`config.mk`:
```
export PLATFORM = sky130hd
export DESIGN_NAME = seq_divider
export DESIGN_NICKNAME = d
export VERILOG_FILES = /design/src/rtl/div_pkg.sv /design/src/rtl/div_sign_fix.sv /design/src/rtl/seq_divider.sv
export SDC_FILE = /design/constraint.sdc
export NUM_CORES = 1
export LEC_CHECK = 0
export ABC_CLOCK_PERIOD_IN_PS = 2800
export CAP_MARGIN = 10
export CORE_MARGIN = 2
export CORE_UTILIZATION = 40
export CTS_CLUSTER_SIZE = 10
export DETAILED_ROUTE_END_ITERATION = 16
export GPL_ROUTABILITY_DRIVEN = 0
export SKIP_LAST_GASP = 1
export SLEW_MARGIN = 20
export SYNTH_ARGS = -nofsm -noshare
export SYNTH_HDL_FRONTEND = slang
export SYNTH_SLANG_ARGS = --single-unit
export TNS_END_PERCENT = 30
```
`constraint.sdc`:
```
create_clock -name clk -period 2.8 [get_ports clk]
set_clock_uncertainty 0.15 [all_clocks]
set_input_delay 0.7 -clock clk [delete_from_list [all_inputs] [get_ports clk]]
set_output_delay 0.7 -clock clk [all_outputs]
set_load 0.1 [all_outputs]
```
`src/rtl/div_pkg.sv`:
```
// Shared types and helpers for the sequential restoring divider.
package div_pkg;

  localparam int unsigned StateWidth = 3;

  typedef enum logic [StateWidth-1:0] {
    StIdle,
    StPrep,
    StCalc,
    StFix,
    StDone
  } state_e;

  // Counter width for a WIDTH-bit bit index; never narrower than one bit.
  function automatic int unsigned clog2(input int unsigned value);
    return (value <= 1) ? 1 : $clog2(value);
  endfunction

endpackage

```
`src/rtl/div_sign_fix.sv`:
```
// Conditional two's-complement negate: yields the magnitude of an operand or applies a result sign.
module div_sign_fix #(
  parameter int unsigned WIDTH = 8
) (
  input  logic [WIDTH-1:0] value,
  input  logic             negate,
  output logic [WIDTH-1:0] result
);

  always_comb begin
    result = negate ? (~value + 1'b1) : value;
  end

endmodule

```
`src/rtl/seq_divider.sv`:
```
// Multi-cycle restoring divider, one quotient bit per cycle, with optional signed mode,
// divide-by-zero / overflow short cuts and an early exit when the divisor dominates.
module seq_divider
  import div_pkg::*;
#(
  parameter int unsigned WIDTH      = 8,
  parameter bit          SIGNED_EN  = 1'b1,
  parameter bit          EARLY_EXIT = 1'b1
) (
  input  logic             clk,
  input  logic             reset,
  input  logic             in_valid,
  output logic             in_ready,
  input  logic [WIDTH-1:0] dividend,
  input  logic [WIDTH-1:0] divisor,
  input  logic             is_signed,
  output logic             out_valid,
  input  logic             out_ready,
  output logic [WIDTH-1:0] quotient,
  output logic [WIDTH-1:0] remainder,
  output logic             div_by_zero,
  output logic             overflow,
  output logic             busy
);

  localparam int unsigned CntW = clog2(WIDTH);
  localparam logic [WIDTH-1:0] MinVal = {1'b1, {(WIDTH-1){1'b0}}};

  state_e           state_q, state_d;
  logic [WIDTH-1:0] dividend_q, dividend_d;
  logic [WIDTH-1:0] divisor_q, divisor_d;
  logic             signed_q, signed_d;
  logic [WIDTH-1:0] dvd_mag_q, dvd_mag_d;
  logic [WIDTH-1:0] dvs_mag_q, dvs_mag_d;
  logic             q_neg_q, q_neg_d;
  logic             r_neg_q, r_neg_d;
  logic [WIDTH:0]   rem_q, rem_d;
  logic [WIDTH-1:0] quo_q, quo_d;
  logic [CntW-1:0]  cnt_q, cnt_d;
  logic             out_valid_q, out_valid_d;
  logic [WIDTH-1:0] quotient_q, quotient_d;
  logic [WIDTH-1:0] remainder_q, remainder_d;
  logic             dbz_q, dbz_d;
  logic             ovf_q, ovf_d;

  logic             eff_signed;
  logic [WIDTH-1:0] dvd_abs, dvs_abs, quo_fixed, rem_fixed;
  logic [WIDTH:0]   shifted;

  assign eff_signed = is_signed & SIGNED_EN;

  div_sign_fix #(.WIDTH(WIDTH)) u_dvd_abs (
    .value  (dividend_q),
    .negate (signed_q & dividend_q[WIDTH-1]),
    .result (dvd_abs)
  );

  div_sign_fix #(.WIDTH(WIDTH)) u_dvs_abs (
    .value  (divisor_q),
    .negate (signed_q & divisor_q[WIDTH-1]),
    .result (dvs_abs)
  );

  div_sign_fix #(.WIDTH(WIDTH)) u_quo_fix (
    .value  (quo_q),
    .negate (q_neg_q),
    .result (quo_fixed)
  );

  div_sign_fix #(.WIDTH(WIDTH)) u_rem_fix (
    .value  (rem_q[WIDTH-1:0]),
    .negate (r_neg_q),
    .result (rem_fixed)
  );

  // Partial remainder shifted left with the next dividend bit, MSB first.
  assign shifted = (rem_q << 1) | {{WIDTH{1'b0}}, dvd_mag_q[cnt_q]};

  always_comb begin
    state_d     = state_q;
    dividend_d  = dividend_q;
    divisor_d   = divisor_q;
    signed_d    = signed_q;
    dvd_mag_d   = dvd_mag_q;
    dvs_mag_d   = dvs_mag_q;
    q_neg_d     = q_neg_q;
    r_neg_d     = r_neg_q;
    rem_d       = rem_q;
    quo_d       = quo_q;
    cnt_d       = cnt_q;
    out_valid_d = out_valid_q;
    quotient_d  = quotient_q;
    remainder_d = remainder_q;
    dbz_d       = dbz_q;
    ovf_d       = ovf_q;

    unique case (state_q)
      StIdle: begin
        if (in_valid) begin
          dividend_d = dividend;
          divisor_d  = divisor;
          signed_d   = eff_signed;
          if (divisor == '0) begin
            state_d     = StDone;
            out_valid_d = 1'b1;
            quotient_d  = '1;
            remainder_d = dividend;
            dbz_d       = 1'b1;
            ovf_d       = 1'b0;
          end else if (eff_signed && dividend == MinVal && divisor == '1) begin
            state_d     = StDone;
            out_valid_d = 1'b1;
            quotient_d  = MinVal;
            remainder_d = '0;
            dbz_d       = 1'b0;
            ovf_d       = 1'b1;
          end else begin
            state_d = StPrep;
          end
        end
      end

      StPrep: begin
        dvd_mag_d = dvd_abs;
        dvs_mag_d = dvs_abs;
        q_neg_d   = signed_q & (dividend_q[WIDTH-1] ^ divisor_q[WIDTH-1]);
        r_neg_d   = signed_q & dividend_q[WIDTH-1];
        if (EARLY_EXIT && (dvs_abs > dvd_abs)) begin
          // Quotient is zero and the signed remainder is the dividend itself.
          state_d     = StDone;
          out_valid_d = 1'b1;
          quotient_d  = '0;
          remainder_d = dividend_q;
          dbz_d       = 1'b0;
          ovf_d       = 1'b0;
        end else begin
          state_d = StCalc;
          cnt_d   = CntW'(WIDTH - 1);
          rem_d   = '0;
          quo_d   = '0;
        end
      end

      StCalc: begin
        if (shifted >= {1'b0, dvs_mag_q}) begin
          rem_d = shifted - {1'b0, dvs_mag_q};
          quo_d = {quo_q[WIDTH-2:0], 1'b1};
        end else begin
          rem_d = shifted;
          quo_d = {quo_q[WIDTH-2:0], 1'b0};
        end
        cnt_d = cnt_q - 1'b1;
        if (cnt_q == '0) begin
          state_d = StFix;
        end
      end

      StFix: begin
        state_d     = StDone;
        out_valid_d = 1'b1;
        quotient_d  = quo_fixed;
        remainder_d = rem_fixed;
        dbz_d       = 1'b0;
        ovf_d       = 1'b0;
      end

      StDone: begin
        if (out_ready) begin
          state_d     = StIdle;
          out_valid_d = 1'b0;
        end
      end

      default: state_d = StIdle;
    endcase
  end

  always_ff @(posedge clk) begin
    if (reset) begin
      state_q     <= StIdle;
      dividend_q  <= '0;
      divisor_q   <= '0;
      signed_q    <= 1'b0;
      dvd_mag_q   <= '0;
      dvs_mag_q   <= '0;
      q_neg_q     <= 1'b0;
      r_neg_q     <= 1'b0;
      rem_q       <= '0;
      quo_q       <= '0;
      cnt_q       <= '0;
      out_valid_q <= 1'b0;
      quotient_q  <= '0;
      remainder_q <= '0;
      dbz_q       <= 1'b0;
      ovf_q       <= 1'b0;
    end else begin
      state_q     <= state_d;
      dividend_q  <= dividend_d;
      divisor_q   <= divisor_d;
      signed_q    <= signed_d;
      dvd_mag_q   <= dvd_mag_d;
      dvs_mag_q   <= dvs_mag_d;
      q_neg_q     <= q_neg_d;
      r_neg_q     <= r_neg_d;
      rem_q       <= rem_d;
      quo_q       <= quo_d;
      cnt_q       <= cnt_d;
      out_valid_q <= out_valid_d;
      quotient_q  <= quotient_d;
      remainder_q <= remainder_d;
      dbz_q       <= dbz_d;
      ovf_q       <= ovf_d;
    end
  end

  assign in_ready    = (state_q == StIdle);
  assign busy        = (state_q != StIdle);
  assign out_valid   = out_valid_q;
  assign quotient    = quotient_q;
  assign remainder   = remainder_q;
  assign div_by_zero = dbz_q;
  assign overflow    = ovf_q;

endmodule

```
==> impl_results.html <==
<table>
<tr><th>Metric</th><th>Value</th></tr>
<tr><th colspan="2">Synth</th></tr>
<tr><td>Part of the Yosys area used for sequential elements</td><td>35.05%</td></tr>
<tr><td>Synthesized area per cell</td><td>8.612 um2</td></tr>
<tr><td>Top cells by area, synth</td><td>sky130_fd_sc_hd__dfxtp_1 35%, sky130_fd_sc_hd__a21oi_1 7.6%, sky130_fd_sc_hd__ha_1 6.3%</td></tr>
<tr><td>Cell count after synthesis</td><td>504</td></tr>
<tr><td>Total of warnings raised by yosys</td><td>0</td></tr>
<tr><td>Biggest area consumer among synthesized cells</td><td>sky130_fd_sc_hd__dfxtp_1</td></tr>
<tr><td>Count of flip-flops with a built-in enable after synthesis</td><td>0</td></tr>
<tr><td>Share of flip-flops with an asynchronous set or reset after synthesis</td><td>0%</td></tr>
<tr><td>Number of distinct library cells after synthesis</td><td>66</td></tr>
<tr><td>Post-synthesis sequential element count</td><td>76</td></tr>
<tr><td>Top flip-flop cell by instance count after synthesis</td><td>sky130_fd_sc_hd__dfxtp_1</td></tr>
<tr><td>Area share of the largest cell type after synthesis</td><td>35.05%</td></tr>
<tr><td>Synthesized netlist net count</td><td>548</td></tr>
<tr><td>Summed instance area of the synthesized netlist</td><td>4340 um2</td></tr>
<tr><th colspan="2">Clocking</th></tr>
<tr><td>CTS Buffer Depth</td><td>2</td></tr>
<tr><td>Worst-path clk slew</td><td>0.09 ns</td></tr>
<tr><td>TritonCTS clock tree</td><td>done</td></tr>
<tr><td>Clock net sink count</td><td>76</td></tr>
<tr><td>Clock tree root buffer cell</td><td>sky130_fd_sc_hd__clkbuf_8</td></tr>
<tr><td>Clock latency at the later pin of the worst-skew pair</td><td>0.35 ns</td></tr>
<tr><td>Level count of the clock H-tree</td><td>3</td></tr>
<tr><td>Post-CTS Hold Fix Bufs</td><td>0</td></tr>
<tr><td>Total clock buffers created by CTS</td><td>9</td></tr>
<tr><th colspan="2">Setup path</th></tr>
<tr><td>Largest driver fanout on the critical path</td><td>9</td></tr>
<tr><td>Reg-to-reg slack, setup</td><td>-0.12 ns</td></tr>
<tr><td>Endpoint arrival time on the critical path</td><td>2.98 ns</td></tr>
<tr><td>Kind of launch point of the worst setup path</td><td>register</td></tr>
<tr><td>Depth of the worst register-to-register path</td><td>13</td></tr>
<tr><td>Critical path's slowest cell</td><td>sky130_fd_sc_hd__or3_4</td></tr>
<tr><td>CP Data Required Time</td><td>2.87 ns</td></tr>
<tr><td>CP Capture Type</td><td>register</td></tr>
<tr><td>End of the worst register-to-register path</td><td>remainder[2]</td></tr>
<tr><td>Critical path class</td><td>reg -&gt; reg</td></tr>
<tr><td>Crit-path cells</td><td>or3_4 -&gt; nor2_2 -&gt; a21oi_2 -&gt; xor2_2 -&gt; ha_1 -&gt; nand2_1 -&gt; nor2_1 -&gt; a2111oi_4 -&gt; buf_4 -&gt; a21oi_4 -&gt; clkbuf_16 -&gt; a21oi_1 -&gt; a211oi_2</td></tr>
<tr><td>Critical path's largest stage delay</td><td>0.41 ns</td></tr>
<tr><td>Critical register-to-register path startpoint</td><td>divisor_q[2]</td></tr>
<tr><th colspan="2">Cells and area</th></tr>
<tr><td>N_diodes</td><td>0</td></tr>
<tr><td>Layout fillers</td><td>992</td></tr>
<tr><td>Post-layout instance count excluding filler cells</td><td>756</td></tr>
<tr><td>Most common library cell in the layout ignoring fill and taps</td><td>sky130_fd_sc_hd__buf_4</td></tr>
<tr><td>Fraction of layout cells with a size suffix above 1</td><td>28.90%</td></tr>
<tr><td>Area Growth Syn to Fin</td><td>34.22%</td></tr>
<tr><td>Leading cell types in the layout, fill and taps excluded</td><td>91 x sky130_fd_sc_hd__buf_4, 72 x sky130_fd_sc_hd__dfxtp_1, 61 x sky130_fd_sc_hd__a21oi_1</td></tr>
<tr><td>Fin nets</td><td>655</td></tr>
<tr><th colspan="2">Floorplan</th></tr>
<tr><td>Height of the die</td><td>108.2 um</td></tr>
<tr><td>Total die area</td><td>11,700 um2</td></tr>
<tr><td>Row count</td><td>38</td></tr>
<tr><td>Top-level I/O count</td><td>42</td></tr>
<tr><td>Die outline width</td><td>108.2 um</td></tr>
<tr><td>Effective utilization at floorplan</td><td>40.57%</td></tr>
<tr><td>Placeable core area</td><td>10,700 um2</td></tr>
<tr><th colspan="2">GRT</th></tr>
<tr><td>Number of antenna violations at the first check in global routing</td><td>0</td></tr>
<tr><td>Number of global-route vias before repair</td><td>3,907</td></tr>
<tr><td>Overall Global Routing Usage</td><td>21.64%</td></tr>
<tr><td>Largest net degree at the start of global routing</td><td>37</td></tr>
<tr><td>First-pass GRT wire length</td><td>19.65 mm</td></tr>
<tr><td>Overflow after GRT</td><td>0</td></tr>
<tr><th colspan="2">Pwr</th></tr>
<tr><td>VDD IR max</td><td>0.0008759 V</td></tr>
<tr><td>Power per Cell Area</td><td>1241 nW/um2</td></tr>
<tr><td>Cell leakage power</td><td>0.002274 uW</td></tr>
<tr><td>Design Power</td><td>7229 uW</td></tr>
<tr><th colspan="2">Route</th></tr>
<tr><td>Routed via count divided by cell count</td><td>5.341</td></tr>
<tr><td>Avg WL per Cell</td><td>16.35 um</td></tr>
<tr><td>Overall routed net length</td><td>12.36 mm</td></tr>
<tr><td>Detailed Route Iter0 Violations</td><td>279</td></tr>
<tr><td>First-pass detailed-route iteration total</td><td>4</td></tr>
<tr><td>Total via count after detailed routing</td><td>4,038</td></tr>
<tr><td>Residual antenna-violating net count after detailed routing</td><td>0</td></tr>
<tr><td>Number of DRC violations after detailed routing</td><td>0</td></tr>
<tr><th colspan="2">Run status</th></tr>
<tr><td>Run status</td><td>finished, violations left</td></tr>
<tr><td>Violations in the final reports</td><td>negative setup slack</td></tr>
<tr><th colspan="2">STA</th></tr>
<tr><td>Max Transition Viols Final</td><td>0</td></tr>
<tr><td>Number of setup violations in the final report</td><td>28</td></tr>
<tr><td>Maximum clock frequency</td><td>342.9 MHz</td></tr>
<tr><td>Final Cycle Share</td><td>104.1%</td></tr>
<tr><td>Endpoints failing hold</td><td>0</td></tr>
<tr><td>Transition time at the pin with the least slew margin</td><td>0.7309 ns</td></tr>
<tr><td>Slack of the critical path</td><td>-0.1160 ns</td></tr>
<tr><td>Minimum period implied by the final worst setup slack</td><td>2.916 ns</td></tr>
<tr><td>Worst slew slack as a fraction of its limit</td><td>51.09%</td></tr>
<tr><td>Unrepaired setup endpoints after global routing</td><td>true</td></tr>
<tr><th colspan="2">Worst hold path</th></tr>
<tr><td>Startpoint of the worst hold path</td><td>dvs_mag_q[1]</td></tr>
<tr><td>Worst min-delay path category</td><td>reg -&gt; reg</td></tr>
<tr><td>Hold-critical path depth</td><td>2</td></tr>
<tr><td>Endpoint of the worst hold-timing path</td><td>dvs_mag_q[1]</td></tr>
<tr><th colspan="2">Place</th></tr>
<tr><td>Port Buffer Count</td><td>41</td></tr>
<tr><td>Total placed cells including tap cells</td><td>735</td></tr>
<tr><td>Final HPWL DP</td><td>9.157 mm</td></tr>
<tr><th colspan="2">Job</th></tr>
<tr><td>Max Cap Viol</td><td>0</td></tr>
</table>
==> layout make-up <==
type	count	area (um2)	share of cell area (%)
Multi-Input combinational cell	379	2753	47.25
Sequential cell	76	1526	26.20
Timing Repair Buffer	122	1082	18.58
Tap cell	140	175.2	3.007
Clock buffer	9	123.9	2.126
Inverter	23	88.84	1.525
Clock inverter	7	76.32	1.310
==> metrics by stage <==
stage / utilization (%) / TNS (ns) / hold slack [ns] / worst slack, ns / area, um2
after floorplan: - / -0.01899 / 0.2834 / -0.01899 / 4349
after global placement: 50.42 / -4.775 / 0.2985 / -0.1628 / 5394
after detailed placement: 50.42 / -5.938 / 0.3074 / -0.2002 / 5394
after CTS: 53.17 / -0.1581 / 0.3188 / -0.02981 / 5688
after global routing: 54.46 / -7.176 / 0.3457 / -0.2511 / 5826
final: 54.46 / -1.751 / 0.3158 / -0.1160 / 5826
==> Yosys cell counts (4+ instances only) <==
| master | instances |
|---|---|
| sky130_fd_sc_hd__a211oi_1 | 19 |
| sky130_fd_sc_hd__a211oi_2 | 11 |
| sky130_fd_sc_hd__a21boi_0 | 4 |
| sky130_fd_sc_hd__a21oi_1 | 66 |
| sky130_fd_sc_hd__a22oi_1 | 12 |
| sky130_fd_sc_hd__a311oi_1 | 4 |
| sky130_fd_sc_hd__clkbuf_1 | 20 |
| sky130_fd_sc_hd__dfxtp_1 | 76 |
| sky130_fd_sc_hd__ha_1 | 22 |
| sky130_fd_sc_hd__inv_1 | 22 |
| sky130_fd_sc_hd__mux2i_1 | 11 |
| sky130_fd_sc_hd__nand2_1 | 59 |
| sky130_fd_sc_hd__nand2b_1 | 5 |
| sky130_fd_sc_hd__nand4_1 | 4 |
| sky130_fd_sc_hd__nor2_1 | 46 |
| sky130_fd_sc_hd__nor2b_1 | 4 |
| sky130_fd_sc_hd__nor3_1 | 7 |
| sky130_fd_sc_hd__o21ai_0 | 8 |
| sky130_fd_sc_hd__o2bb2ai_1 | 7 |
| sky130_fd_sc_hd__o31ai_1 | 6 |
| sky130_fd_sc_hd__or4_1 | 4 |
| sky130_fd_sc_hd__xnor2_1 | 18 |
| sky130_fd_sc_hd__xor2_1 | 11 |
==> worst max-delay path by stage <==
stage,start,to,slack [ns],cells past startpoint
final,divisor_q[2],remainder[2],-0.12,13
after global routing,divisor_q[2],quotient[6],-0.25,13
after CTS,divisor_q[2],remainder[5],-0.03,13
after detailed placement,divisor_q[2],rem_q[7],-0.20,11
after global placement,divisor_q[2],remainder[2],-0.16,14
after floorplan,divisor_q[2],rem_q[7],-0.02,11
==> critical path: cells and delay by family, from the launching register on <==
kind | cells | cell delay (ns)
AO/OA/AOI/OAI | 5 | 0.66
AND/OR/NAND/NOR | 4 | 0.67
adder cells (fa/ha/maj) | 1 | 0.31
flip-flops | 1 | 0.33
XOR/XNOR | 1 | 0.27
buffers and inverters | 2 | 0.36
==> layer usage <==
metal | global-route usage [%] | vias up | share of wire [%] | routed length [um]
met5 | 0 | - | 0 | 0
met4 | 6.410 | 0 | 1.4 | 167
met3 | 3.737 | 13 | 3.4 | 419
met2 | 36.21 | 66 | 49 | 6042
met1 | 28.59 | 1925 | 46 | 5729
li1 | - | 2034 | - | -
==> power by group <==
group | internal, uW | total, uW | switching, uW | leakage (uW)
sequential | 1380 | 1630 | 257 | 0.000621
clock | 418 | 871 | 453 | 0.000101
combinational | 1850 | 4720 | 2880 | 0.00155
==> cells by family after synthesis <==
kind of cell / synth area share, %
AOI/OAI and AO/OA: 26.32
xor gates and xnor gates: 5.852
adders and majority gates: 6.803
buffers and inverters: 5.073
DFF: 35.05
muxes: 4.093
and+or+nand+nor: 16.81
==> state kept, by name, summed over array words and instances, names as in the netlist, 3 cells and up <==
name / flops
dvs_mag_q: 8
divisor_q: 8
cnt_q: 3
state_q: 3
rem_q: 8
remainder: 8
dividend_q: 8
dvd_mag_q: 8
quo_q: 8
quotient: 8
==> timing repair <==
action                     CTS  global route
cloned                       0             2
resized for setup           17            19
pin swaps                    9             5
setup endpoints to repair   39            40
buffers inserted             2             1
hold endpoints to repair     0             0
No activity file was read; power rests on OpenSTA's default activity.
